`config.mk`:
```
export PLATFORM = sky130hd
export DESIGN_NAME = keypad_scan
export DESIGN_NICKNAME = d
export VERILOG_FILES = /design/src/rtl/keypad_scan.sv
export SDC_FILE = /design/constraint.sdc
export NUM_CORES = 1
export LEC_CHECK = 0
export CAP_MARGIN = 20
export CORE_MARGIN = 2
export CORE_UTILIZATION = 35
export DETAILED_ROUTE_END_ITERATION = 8
export GPL_TIMING_DRIVEN = 0
export HOLD_SLACK_MARGIN = 0.15
export PLACE_DENSITY = 0.51
export SETUP_SLACK_MARGIN = 0.02
export SLEW_MARGIN = 0
export SYNTH_ARGS = -nofsm -noshare
export SYNTH_HDL_FRONTEND = slang
export SYNTH_SLANG_ARGS = --single-unit
```
`constraint.sdc`:
```
create_clock -name CLK -period 5.95 [get_ports CLK]
set_input_delay 0.8925 -clock CLK [delete_from_list [all_inputs] [get_ports CLK]]
set_output_delay 0.8925 -clock CLK [all_outputs]
set_load 0.005 [all_outputs]
```
`src/rtl/keypad_scan.sv`:
```
`default_nettype none
// +--------------------------------------------------------------------------+
// | keypad_scan                                                              |
// | Scans a 4x4 active-low matrix keypad and debounces it over whole frames. |
// | Rev 1.0 - initial release                                                |
// +--------------------------------------------------------------------------+
module keypad_scan #(
    parameter int SCAN_DIV       = 25000,
    parameter int DEBOUNCE_SCANS = 4
) (
    input  logic       CLK,
    input  logic       RST,
    input  logic [3:0] row,
    output logic [3:0] col,
    output logic [3:0] key_code,
    output logic       key_valid,
    output logic       key_held,
    output logic       multi_key
);
    localparam int c_div_w = $clog2(SCAN_DIV);
    localparam int c_cnt_w = $clog2(DEBOUNCE_SCANS + 1);
    localparam logic [c_div_w-1:0] c_div_last = c_div_w'(SCAN_DIV - 1);
    localparam logic [c_cnt_w-1:0] c_deb_max  = c_cnt_w'(DEBOUNCE_SCANS);

    typedef enum logic [1:0] {
        IDLE     = 2'd0,
        DEBOUNCE = 2'd1,
        PRESSED  = 2'd2,
        RELEASE  = 2'd3
    } state_t;

    logic [3:0]         r_row_meta;
    logic [3:0]         r_row_sync;
    logic [c_div_w-1:0] r_div;
    logic [1:0]         r_col_idx;
    logic [4:0]         r_acc_n;
    logic [3:0]         r_acc_code;
    state_t             r_state;
    state_t             w_state_nxt;
    logic [c_cnt_w-1:0] r_cnt;
    logic [c_cnt_w-1:0] w_cnt_nxt;
    logic [c_cnt_w-1:0] w_cnt_inc;
    logic [3:0]         r_cand;
    logic [3:0]         w_cand_nxt;
    logic               w_accept;
    logic [3:0]         r_key_code;
    logic               r_key_valid;
    logic               r_multi_key;
    logic               w_tc;
    logic               w_frame_end;
    logic [3:0]         w_hits;
    logic [2:0]         w_col_n;
    logic [1:0]         w_col_row;
    logic [4:0]         w_frame_n;
    logic [3:0]         w_frame_code;

    always_ff @(posedge CLK or posedge RST) begin
        if (RST) begin
            r_row_meta <= 4'b1111;
            r_row_sync <= 4'b1111;
        end else begin
            r_row_meta <= row;
            r_row_sync <= r_row_meta;
        end
    end

    assign w_tc        = (r_div == c_div_last);
    assign w_frame_end = w_tc && (r_col_idx == 2'd3);
    assign col         = ~(4'b0001 << r_col_idx);

    always_ff @(posedge CLK or posedge RST) begin
        if (RST) begin
            r_div     <= '0;
            r_col_idx <= 2'd0;
        end else if (w_tc) begin
            r_div     <= '0;
            r_col_idx <= r_col_idx + 2'd1;
        end else begin
            r_div     <= r_div + 1'b1;
        end
    end

    // Per-column contribution; the frame total folds in the column sampled now.
    assign w_hits  = ~r_row_sync;
    assign w_col_n = {2'b00, w_hits[0]} + {2'b00, w_hits[1]}
                   + {2'b00, w_hits[2]} + {2'b00, w_hits[3]};

    always_comb begin
        w_col_row = 2'd0;
        if (w_hits[0])      w_col_row = 2'd0;
        else if (w_hits[1]) w_col_row = 2'd1;
        else if (w_hits[2]) w_col_row = 2'd2;
        else if (w_hits[3]) w_col_row = 2'd3;
    end

    assign w_frame_n    = r_acc_n + {2'b00, w_col_n};
    assign w_frame_code = (w_col_n != 3'd0) ? {r_col_idx, w_col_row} : r_acc_code;

    always_ff @(posedge CLK or posedge RST) begin
        if (RST) begin
            r_acc_n    <= 5'd0;
            r_acc_code <= 4'd0;
        end else if (w_frame_end) begin
            r_acc_n    <= 5'd0;
            r_acc_code <= 4'd0;
        end else if (w_tc) begin
            r_acc_n    <= w_frame_n;
            r_acc_code <= w_frame_code;
        end
    end

    always_ff @(posedge CLK or posedge RST) begin
        if (RST) begin
            r_state <= IDLE;
            r_cnt   <= '0;
            r_cand  <= 4'd0;
        end else begin
            r_state <= w_state_nxt;
            r_cnt   <= w_cnt_nxt;
            r_cand  <= w_cand_nxt;
        end
    end

    assign w_cnt_inc = r_cnt + 1'b1;

    always_comb begin
        w_state_nxt = r_state;
        w_cnt_nxt   = r_cnt;
        w_cand_nxt  = r_cand;
        w_accept    = 1'b0;
        if (w_frame_end) begin
            case (r_state)
                IDLE: begin
                    if (w_frame_n == 5'd1) begin
                        w_state_nxt = DEBOUNCE;
                        w_cand_nxt  = w_frame_code;
                        w_cnt_nxt   = c_cnt_w'(1);
                    end
                end
                DEBOUNCE: begin
                    if ((w_frame_n == 5'd1) && (w_frame_code == r_cand)) begin
                        if (w_cnt_inc == c_deb_max) begin
                            w_state_nxt = PRESSED;
                            w_cnt_nxt   = '0;
                            w_accept    = 1'b1;
                        end else begin
                            w_cnt_nxt   = w_cnt_inc;
                        end
                    end else begin
                        w_state_nxt = IDLE;
                        w_cnt_nxt   = '0;
                    end
                end
                PRESSED: begin
                    if (w_frame_n == 5'd0) begin
                        w_state_nxt = RELEASE;
                        w_cnt_nxt   = c_cnt_w'(1);
                    end
                end
                RELEASE: begin
                    if (w_frame_n == 5'd0) begin
                        if (w_cnt_inc == c_deb_max) begin
                            w_state_nxt = IDLE;
                            w_cnt_nxt   = '0;
                        end else begin
                            w_cnt_nxt   = w_cnt_inc;
                        end
                    end else begin
                        w_state_nxt = PRESSED;
                        w_cnt_nxt   = '0;
                    end
                end
                default: begin
                    w_state_nxt = IDLE;
                    w_cnt_nxt   = '0;
                end
            endcase
        end
    end

    always_ff @(posedge CLK or posedge RST) begin
        if (RST) begin
            r_key_valid <= 1'b0;
            r_key_code  <= 4'd0;
            r_multi_key <= 1'b0;
        end else begin
            r_key_valid <= w_accept;
            if (w_accept)    r_key_code  <= r_cand;
            if (w_frame_end) r_multi_key <= (w_frame_n >= 5'd2);
        end
    end

    assign key_valid = r_key_valid;
    assign key_code  = r_key_code;
    assign multi_key = r_multi_key;
    assign key_held  = (r_state == PRESSED) || (r_state == RELEASE);

endmodule
`default_nettype wire

```
==> results of run 1 <==
[power by group through the flow]
stage	Clock, µW	Combinational (µW)	Sequential [µW]
4_1_cts	258	59.3	339
3_5_place_dp	0	58.5	346
5_1_grt	273	65.8	340
2_1_floorplan	0	41.7	345
6_report	246	57.8	339
3_3_place_gp	0	56.8	346
[cells in the mapped netlist (2+ instances only)]
master | n | area, µm²
o311ai_0 | 3 | 26.28
clkbuf_1 | 8 | 30.03
a21oi_1 | 5 | 25.02
nand2_1 | 19 | 71.32
o21ai_0 | 7 | 35.03
a32o_1 | 4 | 40.04
nor2b_1 | 5 | 31.28
mux2_2 | 9 | 101.4
nor3_1 | 3 | 15.01
mux2_4 | 3 | 45.04
nand3_1 | 9 | 45.04
and2_0 | 2 | 12.51
or3_1 | 2 | 12.51
fa_1 | 2 | 40.04
o21a_1 | 2 | 15.01
o31ai_1 | 2 | 15.01
xnor2_1 | 11 | 96.34
o22ai_1 | 2 | 12.51
ha_1 | 13 | 162.7
inv_1 | 23 | 86.33
xor2_1 | 9 | 78.83
a31o_2 | 2 | 17.52
dfrtp_1 | 41 | 1026
nor2_1 | 17 | 63.81
and3_1 | 2 | 12.51
mux2i_1 | 2 | 20.02
dfstp_2 | 8 | 210.2
[sequential cells by signal, summed over array words and instances (netlist names)]
register,count
r_div,15
r_acc_n,5
key_code,4
r_acc_code,4
r_cand,4
r_row_meta,4
r_row_sync,4
r_cnt,3
r_col_idx,2
r_state,2
key_valid,1
multi_key,1
[worst paths after layout]
kind	start	endpoint	slack, ns	depth (start not counted)
max in group asynchronous	RST	r_row_sync[0]$_DFF_PP1_	4.61	3
min in group asynchronous	RST	r_div[5]$_DFF_PP0_	0.81	2
worst max register to register	r_row_sync[0]$_DFF_PP1_	r_cand[3]$_DFFE_PP0P_	1.87	13
worst max-delay path	r_row_sync[0]$_DFF_PP1_	r_cand[3]$_DFFE_PP0P_	1.87	13
worst min register to register	r_row_meta[0]$_DFF_PP1_	r_row_sync[0]$_DFF_PP1_	0.36	0
worst min-delay path	r_row_meta[0]$_DFF_PP1_	r_row_sync[0]$_DFF_PP1_	0.36	0
[worst reg2reg max path, stage by stage (launching register included)]
cell and delay, ns:
dfstp_2 0.39, fa_1 0.52, inv_1 0.04, ha_1 0.17
ha_1 0.32, ha_1 0.28, a21o_1 0.18, a21oi_1 0.24
mux2_2 0.41, or2_2 0.28, clkbuf_1 0.17, or4b_1 0.50
buf_2 0.18, mux2_4 0.30
[stage by stage]
stage / utilization (%) / instance area, µm² / cells
after floorplan: - / 2527 / 236
after global placement: 40.65 / 2808 / 348
after detailed placement: 40.94 / 2828 / 349
after CTS: 42.68 / 2948 / 357
after global routing: 42.68 / 2948 / 357
final: 42.68 / 2948 / 357
[cells in the final DEF (no fill, tap or decap), drive strengths merged, types with 3 or more instances in the layout]
cell            n
a21oi           5
a32o            4
clkbuf         14
clkdlybuf4s50  16
dfrtp          41
dfstp           8
ha             13
inv            23
mux2           12
nand2          19
nand3           9
nor2           17
nor2b           5
nor3            4
o21ai           7
o311ai          3
xnor2          11
xor2            9
[routing by layer]
metal  up-vias  part of all wire (%)  wire, µm
li1        851                     -         -
met1       804                    47      2090
met2        22                    49      2166
met3         4                   2.7       118
met4         0                   1.4        63
met5         -                     0         0
[cell families after synthesis]
kind of cell | after synthesis | synth area share, %
adder cells (fa/ha/maj) | 15 | 8.020
XOR/XNOR | 20 | 6.931
multiplexers | 14 | 6.584
flip-flops | 49 | 48.91
buffers and inverters | 32 | 4.802
AO/OA/AOI/OAI | 34 | 9.555
AND/OR/NAND/NOR | 72 | 15.20
[layout make-up]
| type | instances | area [µm²] | area share, % |
|---|---|---|---|
| buffer | 9 | 35.03 | 1.188 |
| clock buffer | 6 | 82.58 | 2.801 |
| clock inverter | 2 | 37.54 | 1.273 |
| inverter | 23 | 86.33 | 2.929 |
| multi-input combinational | 155 | 1170 | 39.69 |
| sequential | 49 | 1236 | 41.94 |
| tap | 96 | 120.1 | 4.075 |
| timing repair buffer | 17 | 180.2 | 6.112 |
==> metrics.md, run 1 <==
| Metric | Value |
|---|---|
| Mapped Area | `2527 µm²` |
| Layout area overhead | `16.63%` |
| Hold Worst Slack | `0.3590 ns` |
| Cell Pwr Density | `218.3 nW/µm²` |
| First-pass GRT wire length | `7.921 mm` |
| Post-CTS Hold Buffers | `0` |
| Congestion Overflow GR | `0` |
| Final wirelength | `4.438 mm` |
| Die width | `88.98 µm` |
| WP data arrival | `4.27 ns` |
| Worst vdd ir | `0.09367 mV` |
| Filler Cell Count | `697` |
| GRT Max-Usage Layer | `met2` |
| Crit-path cells | `fa_1, inv_1, ha_1, ha_1, ha_1, a21o_1, a21oi_1, mux2_2, or2_2, clkbuf_1, or4b_1, buf_2, mux2_4` |
| Setup TNS | `0 ns` |
| CTS tree | `built` |
| Clock Latency Late Sink | `0.30 ns` |
| GP Congestion | `0.8231` |
| Vias | `1,681` |
| NetSw | `146.1 µW` |
| H-tree lvl count | `2` |
| CP max stage delay | `0.52 ns` |
| Nets | `281` |
| Final-report hold violation count | `0` |
| Largest net degree at the start of global routing | `42` |
| Max FO, Critical Path | `7` |
| Num Clock Sinks | `49` |
| Tightest Hold Check Type | `flip-flop to flip-flop` |
| Max clock buf depth | `2` |
| CP delay by family, top | `adder cells` |
| Final worst path period share | `68.64%` |
| GRT met3 Usage | `2.862%` |
| Port-buffer cells | `16` |
| Outcome | `finished clean` |
| Clock Pin Slew Worst Setup and Hold Paths | `0.09 ns` |
| Drt first pass iters | `4` |
| Critical setup path kind | `flip-flop to flip-flop` |
| Post-Syn Instances | `236` |
| Io pins | `17` |
| Wire per inst | `12.43 µm` |
| Slowest cell on the critical path | `fa_1` |
| Worst slew margin | `54.59%` |
| Initial DRC count | `50` |
| DP HPWL | `3.257 mm` |
| Final Critical Period | `4.084 ns` |
| Initial antenna violation count | `0` |
| # rows | `30` |
| Number of global-route vias before repair | `1,661` |
| Buffer count from post-CTS setup fixing | `0` |
| Nature of the critical path endpoint | `flip-flop` |
| GRT Total Usage | `13.08%` |
| Diode count | `0` |
| Post-synth EDFFs | `0` |
| Synth Flop Type | `dfrtp_1` |
| Share of cells above drive strength 1 | `14.18%` |
| Total Power | `643.4 µW` |
| Setup violators final | `0` |
| Final setup skew | `0.004912 ns` |
| Post-CTS resize count | `0` |
| Starting Density | `36.59%` |
| Async SR Flop Fraction | `100.0%` |
| Most frequent CP cell | `ha_1` |
| Worst-Margin Slew | `0.6726 ns` |
| Synth Register Bits | `49` |
| Met1 Usage GRT | `16.80%` |
| Sequential share of power | `52.7%` |
| Pleak | `0.001318 µW` |
| Synth Area per Inst | `10.71 µm²` |
| Post-synth cell types | `48` |
| CTS root buffer | `clkbuf_8` |
| WP data required | `6.14 ns` |
| Synth Warn # | `0` |
| M2 GR Usage | `21.71%` |
| Pre-CTS WS | `1.858 ns` |
| Worst setup SP type | `flip-flop` |
| Final Max Tran Viols | `0` |
| Sw Share | `22.70%` |
| DRC violations left | `0` |
| Die span in y | `88.98 µm` |
| Fmax | `244.9 MHz` |
| Cts bufs inserted | `5` |
| Post-synthesis net count | `257` |
| CP Buf/Inv Count | `3` |
| Setup ws final | `1.866 ns` |
| Sequential area share after synthesis | `48.91%` |
| RSZ-0062 raised after global routing | `false` |
| Total of max-cap violations | `0` |
| Clock Power Share | `38.3%` |
| DRT antenna net count | `0` |
| Total Die Area | `7917 µm²` |
| Total internal power | `497.4 µW` |
| Vias per cell | `4.709` |
| Combinational fraction of design power | `9.0%` |
| Core area | `6907 µm²` |
No activity file was read; power rests on OpenSTA's default activity.
==> inputs of run 2 (changes only) <==
Clock period 5.95 ns to 4 ns, I/O delays scaled along.
==> metrics.md, run 2 (synthesized netlist as in run 1, its figures left out) <==
| Metric | Value |
|---|---|
| Setup violators final | `0` |
| CTS tree | `built` |
| Outcome | `finished clean` |
| Critical setup path kind | `flip-flop to flip-flop` |
| Tightest Hold Check Type | `flip-flop to flip-flop` |
| Met1 Usage GRT | `16.74%` |
| Num Clock Sinks | `49` |
| Filler Cell Count | `699` |
| Most common cell after layout, fill and taps aside | `dfrtp_1` |
| Seq. cell area | `1236 µm²` |
| WP data arrival | `4.02 ns` |
| Number of global-route vias before repair | `1,658` |
| # rows | `30` |
| Starting Density | `36.59%` |
| Clock Latency Late Sink | `0.30 ns` |
| GRT Max-Usage Layer | `met2` |
| Congestion Overflow GR | `0` |
| Initial antenna violation count | `0` |
| Final wirelength | `4.456 mm` |
| DRC violations left | `0` |
| Final worst path period share | `95.76%` |
| Final setup skew | `0.004912 ns` |
| Crit. Startpoint | `r_row_sync[0]$_DFF_PP1_` |
| Total Die Area | `7917 µm²` |
| GRT met3 Usage | `2.862%` |
| Io pins | `17` |
| Setup TNS | `0 ns` |
| Post-route design area | `2959 µm²` |
| Final Critical Period | `3.831 ns` |
| H-tree lvl count | `2` |
| Cts bufs inserted | `5` |
| Worst setup SP type | `flip-flop` |
| Fmax | `261.1 MHz` |
| Multi-input logic area | `1177 µm²` |
| Nature of the critical path endpoint | `flip-flop` |
| Diode count | `0` |
| Largest reg by FF count | `r_div` |
| Setup ws final | `0.1695 ns` |
| Worst vdd ir | `0.1390 mV` |
| GP Congestion | `0.8231` |
| Largest regs | `r_div x15, r_acc_n x5` |
| RSZ-0062 raised after global routing | `false` |
| Vias | `1,686` |
| Clock Pin Slew Worst Setup and Hold Paths | `0.09 ns` |
| Wire per inst | `12.48 µm` |
| Final-report hold violation count | `0` |
| Core area | `6907 µm²` |
| Final Max Tran Viols | `0` |
| First-pass GRT wire length | `7.893 mm` |
| Cell Pwr Density | `323.9 nW/µm²` |
| Hold wc startpoint | `r_row_meta[0]$_DFF_PP1_` |
| Start of the worst register-to-register path | `r_row_sync[0]$_DFF_PP1_` |
| Total of max-cap violations | `0` |
| Most frequent cells in the layout | `41 x dfrtp_1, 22 x inv_1, 19 x nand2_1` |
| Pre-CTS WS | `-0.09177 ns` |
| Largest net degree at the start of global routing | `42` |
| GRT Total Usage | `13.04%` |
| Max FFs per register | `15` |
| M2 GR Usage | `21.64%` |
| Worst-Margin Slew | `0.6776 ns` |
| Die width | `88.98 µm` |
| Port-buffer cells | `16` |
| DRT antenna net count | `0` |
| DP HPWL | `3.257 mm` |
| CTS root buffer | `clkbuf_8` |
| Max FO, Critical Path | `7` |
| Hold Worst Slack | `0.3590 ns` |
| Layout area overhead | `17.08%` |
| Vias per cell | `4.723` |
| Worst slew margin | `54.25%` |
| Max clock buf depth | `2` |
| Initial DRC count | `50` |
| Placed Instance Area | `2828 µm²` |
| WP data required | `4.19 ns` |
| Drt first pass iters | `4` |
| Die span in y | `88.98 µm` |
| Pleak | `0.001323 µW` |
| Share of cells above drive strength 1 | `15.33%` |
| Nets | `281` |
-- run 2: cell count changes in the layout (fill, tap and decap cells not counted) --
cell / change
clkbuf_1: -1
a21oi_2: +1
and2b_2: +1
or2_2: -1
and2b_1: -1
buf_4: +1
or2_4: +1
a21oi_1: -1
-- run 2: area by class of cell --
cell class,count,share of cell area (%)
clock inverters,2,1.268
well taps,96,4.059
repair buffers,18,6.342
multi-input cells,155,39.79
flip-flops and latches,49,41.78
clock buffers,6,2.791
plain buffers,8,1.057
inverters,23,2.918
-- run 2: metal layers --
layer | up-vias | wire length [µm]
met5 | - | 0
met4 | 0 | 63
met3 | 4 | 119
met2 | 24 | 2174
met1 | 809 | 2099
li1 | 849 | -
-- run 2: stage by stage --
step	util [%]	total power, µW	cells
detailed placement	40.94	601.4	349
CTS	42.72	977.3	356
global route	42.84	1010	357
global placement	40.65	598.8	348
finish	42.84	958.4	357
floorplan	-	575.8	236
-- run 2: worst paths after layout --
path / cells past startpoint / endpoint / slack, ns
max in group asynchronous: 3 / r_row_sync[0]$_DFF_PP1_ / 2.96
min reg2reg: 0 / r_row_sync[0]$_DFF_PP1_ / 0.36
min: 0 / r_row_sync[0]$_DFF_PP1_ / 0.36
max: 12 / r_cand[3]$_DFFE_PP0P_ / 0.17
min in group asynchronous: 2 / r_div[5]$_DFF_PP0_ / 0.52
max reg2reg: 12 / r_cand[3]$_DFFE_PP0P_ / 0.17
-- run 2: power by group --
part           switching (µW)  internal [µW]  total, µW
logic                    51.9           35.5       87.4
registers                2.37            502        505
clock network             163            203        366
total                     217            741        958
-- run 2: what timing repair did --
action	CTS	global route
pin swaps	0	1
hold buffers	0	0
endpoints found under the setup margin	3	3
resized for setup	2	1
buffers inserted	0	1
-- run 2: worst max-delay path: stages, from the launching register on --
cell and delay [ns]:
dfstp_2 0.39, fa_1 0.52, inv_1 0.04, ha_1 0.17, ha_1 0.32, ha_1 0.28
a21o_1 0.19, a21oi_2 0.18, mux2_2 0.39, or2_4 0.27, or4b_1 0.48, buf_2 0.18
mux2_4 0.30
